$ cat src/rtl/step_pacer.sv
// step_pacer: paced one-cycle inc strobes for the bouncing position counter, keyed start/pause and speed levels.
// Optional build macro PACER_AUTO_LEVEL_EN: every 16th strobe raises the level as if lvl_up were asserted.
module step_pacer #(
  parameter int W    = 24,
  parameter int BASE = 12000000,
  parameter int STEP = 1000000,
  parameter int MINP = 2,
  parameter int LB   = 3,
  parameter int LMAX = 7
) (
  input  logic          clk,
  input  logic          rst,
  input  logic          key,
  input  logic          lvl_up,
  input  logic          clr,
  output logic          inc,
  output logic [LB-1:0] level,
  output logic          running,
  output logic          paused,
  output logic [1:0]    state_dbg
);
  // inc is a bare one-cycle strobe: no ready/acknowledge, the counter must consume it the cycle it is high.
  typedef enum logic [1:0] {IDLE = 2'd0, RUN = 2'd1, PAUSE = 2'd2} state_t;
  localparam int WL = W + LB;

  state_t        state, state_n;
  logic [W-1:0]  cnt, cnt_n;
  logic [W-1:0]  per, per_n;
  logic [W-1:0]  per_next;
  logic [LB-1:0] lvl_sat, level_n;
  logic          inc_n;
  logic          key_s1, key_s2, key_s3, key_p;
  logic          wrap, bump;
  logic [WL:0]   prod;

  always_ff @(posedge clk) begin
    if (!rst) begin
      key_s1 <= 1'b0;
      key_s2 <= 1'b0;
      key_s3 <= 1'b0;
      key_p  <= 1'b0;
    end else begin
      key_s1 <= key;
      key_s2 <= key_s1;
      key_s3 <= key_s2;
      key_p  <= key_s2 & ~key_s3;
    end
  end

  assign wrap = (state == RUN) && (cnt == per - W'(1));

`ifdef PACER_AUTO_LEVEL_EN
  logic [3:0] scnt;
  assign bump = lvl_up | (wrap && (scnt == 4'hF));

  always_ff @(posedge clk) begin
    if (!rst || clr) scnt <= 4'd0;
    else if (inc_n)  scnt <= scnt + 4'd1;
  end
`else
  assign bump = lvl_up;
`endif

  always_comb begin
    lvl_sat = level;
    if (bump && (level != LB'(LMAX))) lvl_sat = level + LB'(1);
  end

  // One spare bit so prod + MINP cannot wrap before the floor comparison.
  always_comb begin
    prod = (WL+1)'(lvl_sat) * (WL+1)'(STEP);
    if (prod + (WL+1)'(MINP) > (WL+1)'(BASE)) per_next = W'(MINP);
    else                                       per_next = W'((WL+1)'(BASE) - prod);
  end

  always_comb begin
    state_n = state;
    cnt_n   = cnt;
    per_n   = per;
    inc_n   = 1'b0;
    level_n = lvl_sat;
    case (state)
      IDLE: begin
        cnt_n = '0;
        if (key_p) begin
          state_n = RUN;
          per_n   = per_next;
        end
      end
      RUN: begin
        if (wrap) begin
          inc_n = 1'b1;
          cnt_n = '0;
          per_n = per_next;
        end else begin
          cnt_n = cnt + W'(1);
        end
        if (key_p) state_n = PAUSE;
      end
      PAUSE: begin
        if (key_p) state_n = RUN;
      end
      default: state_n = IDLE;
    endcase
    if (clr) begin
      state_n = IDLE;
      cnt_n   = '0;
      per_n   = W'(BASE);
      inc_n   = 1'b0;
      level_n = '0;
    end
  end

  always_ff @(posedge clk) begin
    if (!rst) begin
      state   <= IDLE;
      cnt     <= '0;
      per     <= W'(BASE);
      level   <= '0;
      inc     <= 1'b0;
      running <= 1'b0;
      paused  <= 1'b0;
    end else begin
      state   <= state_n;
      cnt     <= cnt_n;
      per     <= per_n;
      level   <= level_n;
      inc     <= inc_n;
      running <= (state_n == RUN);
      paused  <= (state_n == PAUSE);
    end
  end

  assign state_dbg = state;
endmodule

$ cat config.mk
export PLATFORM = sky130hd
export DESIGN_NAME = step_pacer
export DESIGN_NICKNAME = d
export VERILOG_FILES = /design/src/rtl/step_pacer.sv
export SDC_FILE = /design/constraint.sdc
export NUM_CORES = 1
export LEC_CHECK = 0
export BUFFER_PORTS_ARGS = -buffer_cell sky130_fd_sc_hd__buf_2
export CORE_MARGIN = 3
export CORE_UTILIZATION = 62
export CTS_CLUSTER_DIAMETER = 120
export DETAILED_ROUTE_END_ITERATION = 16
export HOLD_SLACK_MARGIN = 0.12
export PLACE_DENSITY = 0.91
export SLEW_MARGIN = 5
export SYNTH_ARGS = -nofsm -noshare
export SYNTH_HDL_FRONTEND = slang
export SYNTH_SLANG_ARGS = --single-unit
$ cat constraint.sdc
create_clock -name clk -period 3.9 [get_ports clk]
set_input_delay 0.195 -clock clk [delete_from_list [all_inputs] [get_ports clk]]
set_output_delay 0.195 -clock clk [all_outputs]
set_load 0.02 [all_outputs]
Yosys cells after proc, flatten, opt, wreduce, memory -nomap -nowiden:

Index checks and enable logic that the tools add are counted.

* word-level logic and storage cells: 50
* input bits: 5
* bits in registers: 60
* output and inout bits: 8

* equality and inequality tests: 8
* order comparisons: 1
* $mul: 1
* bitwise gates (word level): 4
* reductions and logical operators: 8
* add/sub/neg operators: 5
* multiplexer cells: 12

Operators by type and width (count)
* 2-to-1 mux 24 bit: 4
* one-hot mux 24 bit (2 select lines): 2
* adder 23 x 2 -> 24 bit, second input constant: 1
* adder 24 x 1 -> 24 bit, second input constant: 1
* == test 24 bit: 1
* > comparator 24 bit, second input constant: 1
* subtractor 24 x 1 -> 24 bit, second input constant: 1
* subtractor 24 x 23 -> 24 bit, first input constant: 1
* multiplier 3 x 14 -> 17 bit, second input constant: 1
* 2-to-1 mux 2 bit: 3
* == test 2 x 1 -> 1 bit, second input constant: 2
* == test 2 bit, second input constant: 2
* != test 2 bit, second input constant: 2
* one-hot mux 2 bit (2 select lines): 1
* OR reduction 2 bit: 2
* adder 3 x 1 -> 3 bit, second input constant: 1
* 2-to-1 mux 3 bit: 1
* != test 3 bit, second input constant: 1
* inverter 1 bit: 3
* AND reduction 3 bit: 1
* OR reduction 3 bit: 1
* logical AND 1 bit: 2
* zero test 2 bit: 1
* nonzero test 2 bit: 1
* 2 further kinds: 2

Logic depth before layout (Yosys ltp):

Gate-level depths: netlist of run 1.

* word-level depth: 9
* mapped depth: 16
* mapped depth without buffers: 16

Worst setup path after synthesis of run 1:

No wires, ideal clock.

* path type: reg-to-reg
* from: register level[0]
* to: register per[21]
* buffers on the path: 0
* required time: 3.759 ns
* setup time: 0.141 ns
* period minus slack after synthesis: 3.359 ns
* arrival time: 3.219 ns
* stages on the path, launching flop included: 15
* slack: 0.541 ns
* cells stage by stage: dfxtp_1 > ha_1 > ha_1 > nand2b_1 > mux2i_1 > fa_1 > xnor2_1 > ha_1 > o21ai_0 > nand2b_1 > a21oi_1 > xnor2_1 > xnor2_1 > nand2_1 > o211ai_1

* longest elaborated chain between the ends: 9
* elaborated cells between the ends (all ways): 12
* those cells by class: add/sub: 3; mul: 1; order compare: 1; eq/ne: 1; mux: 5; reduce/logical: 1

Ends and longest elaborated chain
* from (decl): RTL line 17 `output logic [LB-1:0] level,`
* from (signal assigned): RTL line 127 `level <= level_n;`
* parallel branches: the longest is 2 deep, another holds adder 3 x 1 -> 3 bit
* 2-to-1 mux 3 bit *: RTL line 66 `if (bump && (level != LB'(LMAX))) lvl_sat = level + LB'(1);`
* multiplier 3 x 14 -> 17 bit *: RTL line 71 `prod = (WL+1)'(lvl_sat) * (WL+1)'(STEP);`
* adder 23 x 2 -> 24 bit: RTL line 72 `if (prod + (WL+1)'(MINP) > (WL+1)'(BASE)) per_next = W'(MINP);`
* > comparator 24 bit: RTL line 72
* 2-to-1 mux 24 bit *: RTL line 72
* 2-to-1 mux 24 bit, on equally long branches: RTL line 91, 85
* one-hot mux 24 bit (2 select lines) *: RTL line 82 `case (state)`
* to (signal assigned): RTL line 118 `per <= W'(BASE);`
* to (signal assigned): RTL line 126 `per <= per_n;`
* to (decl): RTL line 28 `logic [W-1:0] per, per_n;`

Every way passes the cells marked *. The select of a mux whose other input is x is not followed.
A chain may end at the register's enable or synchronous reset.

Worst setup path in the final report of run 1:

* from: register per[15]
* to: register cnt[10]

* longest elaborated chain between the ends: 5

Ends and longest elaborated chain
* subtractor 24 x 1 -> 24 bit: RTL line 50 `assign wrap = (state == RUN) && (cnt == per - W'(1));`
* == test 24 bit: RTL line 50
* logical AND 1 bit: RTL line 50
* 2-to-1 mux 24 bit: RTL line 91 `if (wrap) begin`
* one-hot mux 24 bit (2 select lines): RTL line 82
* to (signal assigned): RTL line 125 `cnt <= cnt_n;`
* to (decl): RTL line 27 `logic [W-1:0] cnt, cnt_n;`

Every way passes these cells.

==> results of run 1 <==
critical path: cells and delay by family, from the launching register on:
kind | cells | cell delay, ps
multiplexers | 1 | 330
buffers and inverters | 1 | 50
AND/OR/NAND/NOR | 4 | 1450
adder cells (fa/ha/maj) | 1 | 240
AO/OA/AOI/OAI | 3 | 840
flip-flops | 1 | 320
where the power goes:
part / total, uW / internal (uW) / switching, uW
registers: 528 / 524 / 3.76
logic: 87.2 / 34.5 / 52.7
clock network: 380 / 191 / 189
total: 995 / 750 / 245
logic make-up after synthesis:
| logic type | synth area share |
|---|---|
| AO/OA/AOI/OAI | 0.141 |
| adder cells (fa/ha/maj) | 0.0750 |
| buffers and inverters | 0.0533 |
| multiplexers | 0.0193 |
| flip-flops | 0.322 |
| AND/OR/NAND/NOR | 0.287 |
| XOR/XNOR | 0.102 |
layer usage:
layer  GRT usage  part of all wire
met2       0.440              0.49
met5           0                 0
met1       0.328              0.43
met4      0.0890             0.017
met3      0.0499             0.061
flip-flops by register name, indices dropped and copies added (netlist names), 2 cells and up:
name       cells
level          3
cnt           24
state_dbg      2
per           15
placed cells by master (no fill, tap or decap), types with 9 or more instances in the layout:
cell type                 synthesis  final
sky130_fd_sc_hd__nor3_1          33     33
sky130_fd_sc_hd__a21oi_1         18     18
sky130_fd_sc_hd__dfxtp_1         51     51
sky130_fd_sc_hd__nand2_1         32     32
sky130_fd_sc_hd__nor2_1          33     33
sky130_fd_sc_hd__buf_2            3     12
sky130_fd_sc_hd__nand3_1         15     15
sky130_fd_sc_hd__o21ai_0          9      9
sky130_fd_sc_hd__buf_4            2     10
sky130_fd_sc_hd__inv_1           15     15
sky130_fd_sc_hd__xnor2_1         15     15
sky130_fd_sc_hd__ha_1            15     15
sky130_fd_sc_hd__a31oi_1         18     18
sky130_fd_sc_hd__nand4_1         14     14
sky130_fd_sc_hd__xor2_1          22     22
layout make-up:
cell class / count / area (um^2) / share of cell area
Clock buffer: 5 / 68.8 / 0.0203
Tap cell: 67 / 83.8 / 0.0247
Clock inverter: 3 / 43.8 / 0.0129
Timing Repair Buffer: 23 / 145 / 0.0427
Sequential cell: 51 / 1020 / 0.300
Inverter: 15 / 56.3 / 0.0166
Multi-Input combinational cell: 305 / 1980 / 0.582
metrics by stage:
stage               setup slack [ps]  instances  hold slack [ps]  area [um^2]  utilization
floorplan                        541        394              317         3170            -
global placement                 747        460              372         3280        0.680
detailed placement               632        460              386         3280        0.680
CTS                              607        469              131         3400        0.705
global route                     306        469              142         3400        0.705
finish                           556        469              124         3400        0.705
final timing paths:
kind            from      end  depth (start not counted)
max          per[15]  cnt[10]                         10
max reg2reg  per[15]  cnt[10]                         10
min reg2reg   key_s3    key_p                          1
min              rst   key_s2                          2
==> results_dict.tcl, run 1 <==
set metrics [dict create \
    die_width_um 77.5 \
    clock.fmax_ghz 0.299 \
    final_layout_setup_total_negative_slack_ps 0 \
    edff_count_synth 0 \
    timing.critical_path.slowest_cell_delay_ps 530 \
    clock_sink_count 51 \
    hp-class "input pin to flop" \
    synth.avg_cell_area_um2 8.04 \
    detailroute.via_count 2926 \
    worstPathRequired_ps 4120 \
    finalCritPeriodShare 0.857 \
    outcome "completed" \
    top_post_synthesis_cells_by_area "sky130_fd_sc_hd__dfxtp_1 32%, sky130_fd_sc_hd__xor2_1 6.1%, sky130_fd_sc_hd__ha_1 5.9%" \
    globalRouteTotalUtil 0.259 \
    wire_per_inst_um 15.8 \
    synth_seq_area_share 0.322 \
    cts_htree_levels 2 \
    count_of_tritonroute_iterations_in_the_first_routing_pass 5 \
    slew-limit-headroom 0.372 \
    yosys_register_bits 51 \
    cellPowerDensity_nw_per_um2 293 \
    tritoncts "built" \
    clock_tree.root_cell "sky130_fd_sc_hd__clkbuf_8" \
    cts_buffers 5 \
    initial_utilization 0.658 \
    hpwlAfterDp_mm 5.26 \
    portBuffers 12 \
    postCtsHoldBufs 1 \
    ctsResizeCount 0 \
    fp.dieArea_um2 6010 \
    netlist_area_um2 3170 \
    report.final.slew_viol_count 0 \
    pin_count 13 \
    yosys_warnings 0 \
    first_global_vias 2801 \
    worst_skew_pair.late_latency_ps 310 \
    start_kind "flop" \
    grt_overflow 0 \
    hold_viol_final 0 \
    global_route_wire_length_before_repair_mm 12.8 \
    mapped_nets 416 \
    internal_reg_to_reg_setup_slack_ps 560 \
    drt_wl_total_mm 7.43 \
    p_leak_uw 0.00130 \
    synth-async-reset-ratio 0 \
    final_nets 423 \
    grt_setup_unrepaired "no" \
    synthDistinctLibCells 49 \
    yosysTopAreaCell "sky130_fd_sc_hd__dfxtp_1" \
    finalSetupViolations 0 \
    gpl.final_weighted_congestion 0.941 \
    rows 25 \
    worst_path_class_setup "flop to flop" \
    timing.final.crit_period_ps 3340 \
    share_of_final_layout_standard_cells_stronger_than_drive_strength_1 0.0920 \
    synth_top_cell_area_share 0.322 \
    worst_setup_hold_path_clk_slew_ps 100 \
    timing.critical_path.slowest_stage_cell "sky130_fd_sc_hd__or2_1" \
    die_y_um 77.5 \
    routed_via_density 6.24 \
    ant_nets 0 \
    worstMarginPinSlew_ps 939 \
    synthMostInstantiatedCell "sky130_fd_sc_hd__dfxtp_1" \
    first_iter_violations 346 \
    pin_count_of_the_biggest_net_entering_global_routing 22 \
    fin_worst_skew_ps 7.64 \
    crit_path_cell_trace "inv_1, ha_1, nor2b_1, nand4b_1, mux2_2, o31ai_1, a221o_1, or2_1, a21oi_4, nor3_1" \
    most_instantiated_flip_flop_cell_in_the_synthesis_netlist "sky130_fd_sc_hd__dfxtp_1" \
    synthTopCellsByCount "51 x sky130_fd_sc_hd__dfxtp_1, 33 x sky130_fd_sc_hd__nor2_1, 33 x sky130_fd_sc_hd__nor3_1" \
    peak_ir_drop_on_the_vdd_network_mv 0.255 \
    critical_path.endpoint_type "flop" \
    detail_route.drc_violations 0 \
    antenna_cells 0 \
    cts_setup_buffers 0 \
    area_delta_synth_final_pct 7.22 \
    fin_total_pwr_uw 995 \
    timing.max_cap.violations 0 \
    crit_path_max_fanout 17 \
    floorplan.core_area_um2 4820 \
    antenna_violations_before_repair 0 \
    fillerInstances 368 \
    netlist_instances 394 \
    cts.path.max_buffers 2 \
    worst_ep_arrival_time_ps 3560 \
]
Power figures use the tool's default switching activity.
==> run 2: changes to the inputs <==
--- a/config.mk
+++ b/config.mk
@@ -11,7 +11,8 @@
 export CTS_CLUSTER_DIAMETER = 120
 export DETAILED_ROUTE_END_ITERATION = 16
 export HOLD_SLACK_MARGIN = 0.12
-export PLACE_DENSITY = 0.91
+export PLACE_DENSITY = 0.79
+export SETUP_SLACK_MARGIN = 0.15
 export SLEW_MARGIN = 5
 export SYNTH_ARGS = -nofsm -noshare
 export SYNTH_HDL_FRONTEND = slang
==> run 2 against run 1 <==
  * Clock power decreased by 5.3%
  * Combinational power down 0.8%
  * Final area barely moved
  * Register-to-register slack worse by 50 ps
  * Die area unchanged
  * Worst setup slack worse by 46 ps
  * Worst hold slack improved by 17 ps
  * Cell count unchanged
  * Critical path depth grew 7
  * Clock skew fell by 2.8 ps
  * First-iteration DRC count decreased by 7.8%
  * Critical endpoint is now per[21]
==> results_dict.tcl, run 2 (synthesized netlist as in run 1, its figures left out) <==
set metrics [dict create \
    outcome "completed" \
    share_of_final_layout_standard_cells_stronger_than_drive_strength_1 0.0920 \
    first_global_vias 2601 \
    finalCritPeriodShare 0.869 \
    peak_ir_drop_on_the_vdd_network_mv 0.271 \
    floorplan.core_area_um2 4820 \
    ctsResizeCount 0 \
    final_nets 424 \
    largest_registers "cnt (24), per (15), level (3)" \
    routed.top_layer "met4" \
    cellPowerDensity_nw_per_um2 287 \
    final_core_util 0.706 \
    critical_path.endpoint_type "flop" \
    wire_per_inst_um 15.1 \
    drt_wl_total_mm 7.07 \
    crit_path_cell_trace "ha_1, ha_1, nand2b_1, xor2_1, buf_4, inv_1, ha_1, inv_1, ha_1, ha_1, o21ai_0, nand2b_1, a21oi_1, xnor2_1, xnor2_1, nand2_1, o211ai_1" \
    routed_via_density 6.10 \
    timing.critical_path.slowest_stage_cell "sky130_fd_sc_hd__dfxtp_1" \
    cts_htree_levels 2 \
    grt_overflow 0 \
    count_of_tritonroute_iterations_in_the_first_routing_pass 5 \
    worst_ep_arrival_time_ps 3530 \
    timing.critical_path.slowest_cell_delay_ps 340 \
    detailroute.via_count 2859 \
    antenna_cells 0 \
    gpl.final_weighted_congestion 0.841 \
    placed_cells 461 \
    timing.hold.worst_path_depth 2 \
    worst-r2r-cell-count 17 \
    hpwlAfterDp_mm 5.25 \
    start_kind "flop" \
    detail_route.drc_violations 0 \
    die_width_um 77.5 \
    finalNonFillerCells 469 \
    timing.final.crit_period_ps 3390 \
    die_y_um 77.5 \
    antenna_violations_before_repair 0 \
    largest_register_ff_count 24 \
    final_layout_setup_total_negative_slack_ps 0 \
    detailed_route_wirelength_on_metal2_mm 3.21 \
    critPathMostFrequentCell "sky130_fd_sc_hd__ha_1" \
    met3RoutedLength_um 359 \
    cts_setup_buffers 0 \
    drt-met1-wl_mm 3.45 \
    hp-class "input pin to flop" \
    pin_count_of_the_biggest_net_entering_global_routing 25 \
    timing.max_cap.violations 0 \
    crit_path_max_fanout 6 \
    fin_total_pwr_uw 974 \
    initial_utilization 0.658 \
    worst_skew_pair.late_latency_ps 300 \
    ant_nets 0 \
    hold_viol_final 0 \
    largest_register "cnt" \
    cts.path.max_buffers 2 \
    clock.fmax_ghz 0.295 \
    fin_worst_skew_ps 4.86 \
    slew-limit-headroom 0.372 \
    tritoncts "built" \
    clock_sink_count 51 \
    layout.cells.most_common "sky130_fd_sc_hd__dfxtp_1" \
    worst_setup_hold_path_clk_slew_ps 90 \
    portBuffers 12 \
    globalRouteTotalUtil 0.247 \
    postCtsHoldBufs 1 \
    mostFrequentLayoutCells "51 x sky130_fd_sc_hd__dfxtp_1, 33 x sky130_fd_sc_hd__nor2_1, 33 x sky130_fd_sc_hd__nor3_1" \
    worstMarginPinSlew_ps 941 \
    worstPathRequired_ps 4040 \
    report.final.slew_viol_count 0 \
    clock_tree.root_cell "sky130_fd_sc_hd__clkbuf_8" \
    cts_buffers 5 \
    pin_count 13 \
    p_leak_uw 0.00130 \
    rows 25 \
    grt_setup_unrepaired "no" \
    worst_path_class_setup "flop to flop" \
    area_delta_synth_final_pct 7.26 \
    first_iter_violations 319 \
    fp.dieArea_um2 6010 \
    finalSetupViolations 0 \
    fillerInstances 404 \
    global_route_wire_length_before_repair_mm 12.1 \
]
-- run 2: changes by cell type in the layout (fill, tap and decap cells not counted), sizes merged --
| cell | change |
|---|---|
| clkinvlp | +1 |
| buf | +1 |
| clkinv | -2 |
-- run 2: layout make-up --
type / count / area, um^2 / share of cell area
multi-input combinational: 305 / 1980 / 0.582
clock buffer: 5 / 68.8 / 0.0202
timing repair buffer: 24 / 153 / 0.0449
inverter: 15 / 56.3 / 0.0166
tap: 67 / 83.8 / 0.0247
clock inverter: 2 / 37.5 / 0.0110
sequential: 51 / 1020 / 0.300
-- run 2: path summary, 6_finish.rpt --
| kind | end | slack [ps] | start |
|---|---|---|---|
| max | per[21] | 510 | level[0] |
| min | key_s1 | 140 | rst |
| max reg2reg | per[21] | 510 | level[0] |
| min reg2reg | key_p | 400 | key_s3 |
-- run 2: through the flow --
stage               worst slack (ps)  hold slack, ps  area, um^2
floorplan                        541             317        3170
global placement                 751             377        3280
detailed placement               502             386        3280
CTS                              503             138        3400
global route                     227             140        3400
finish                           510             141        3400
-- run 2: metal layers --
metal / track usage / up-vias
met5: 0 / -
met4: 0.0445 / 0
met3: 0.0313 / 6
met2: 0.403 / 82
met1: 0.353 / 1353
li1: - / 1418
-- run 2: power breakdown --
| group | switching, uW | internal (uW) | total (uW) |
|---|---|---|---|
| combinational | 52.2 | 34.3 | 86.5 |
| clock | 172 | 188 | 360 |
| sequential | 4.05 | 524 | 528 |
| total | 228 | 746 | 974 |
-- run 2: worst max-delay path, delay by kind of cell (launching register included) --
| family | cells | cell delay, ps |
|---|---|---|
| adders and majority gates | 5 | 1090 |
| buffers and inverters | 3 | 350 |
| xor gates and xnor gates | 3 | 560 |
| AOI/OAI and AO/OA | 3 | 520 |
| and+or+nand+nor | 3 | 360 |
| DFF | 1 | 340 |
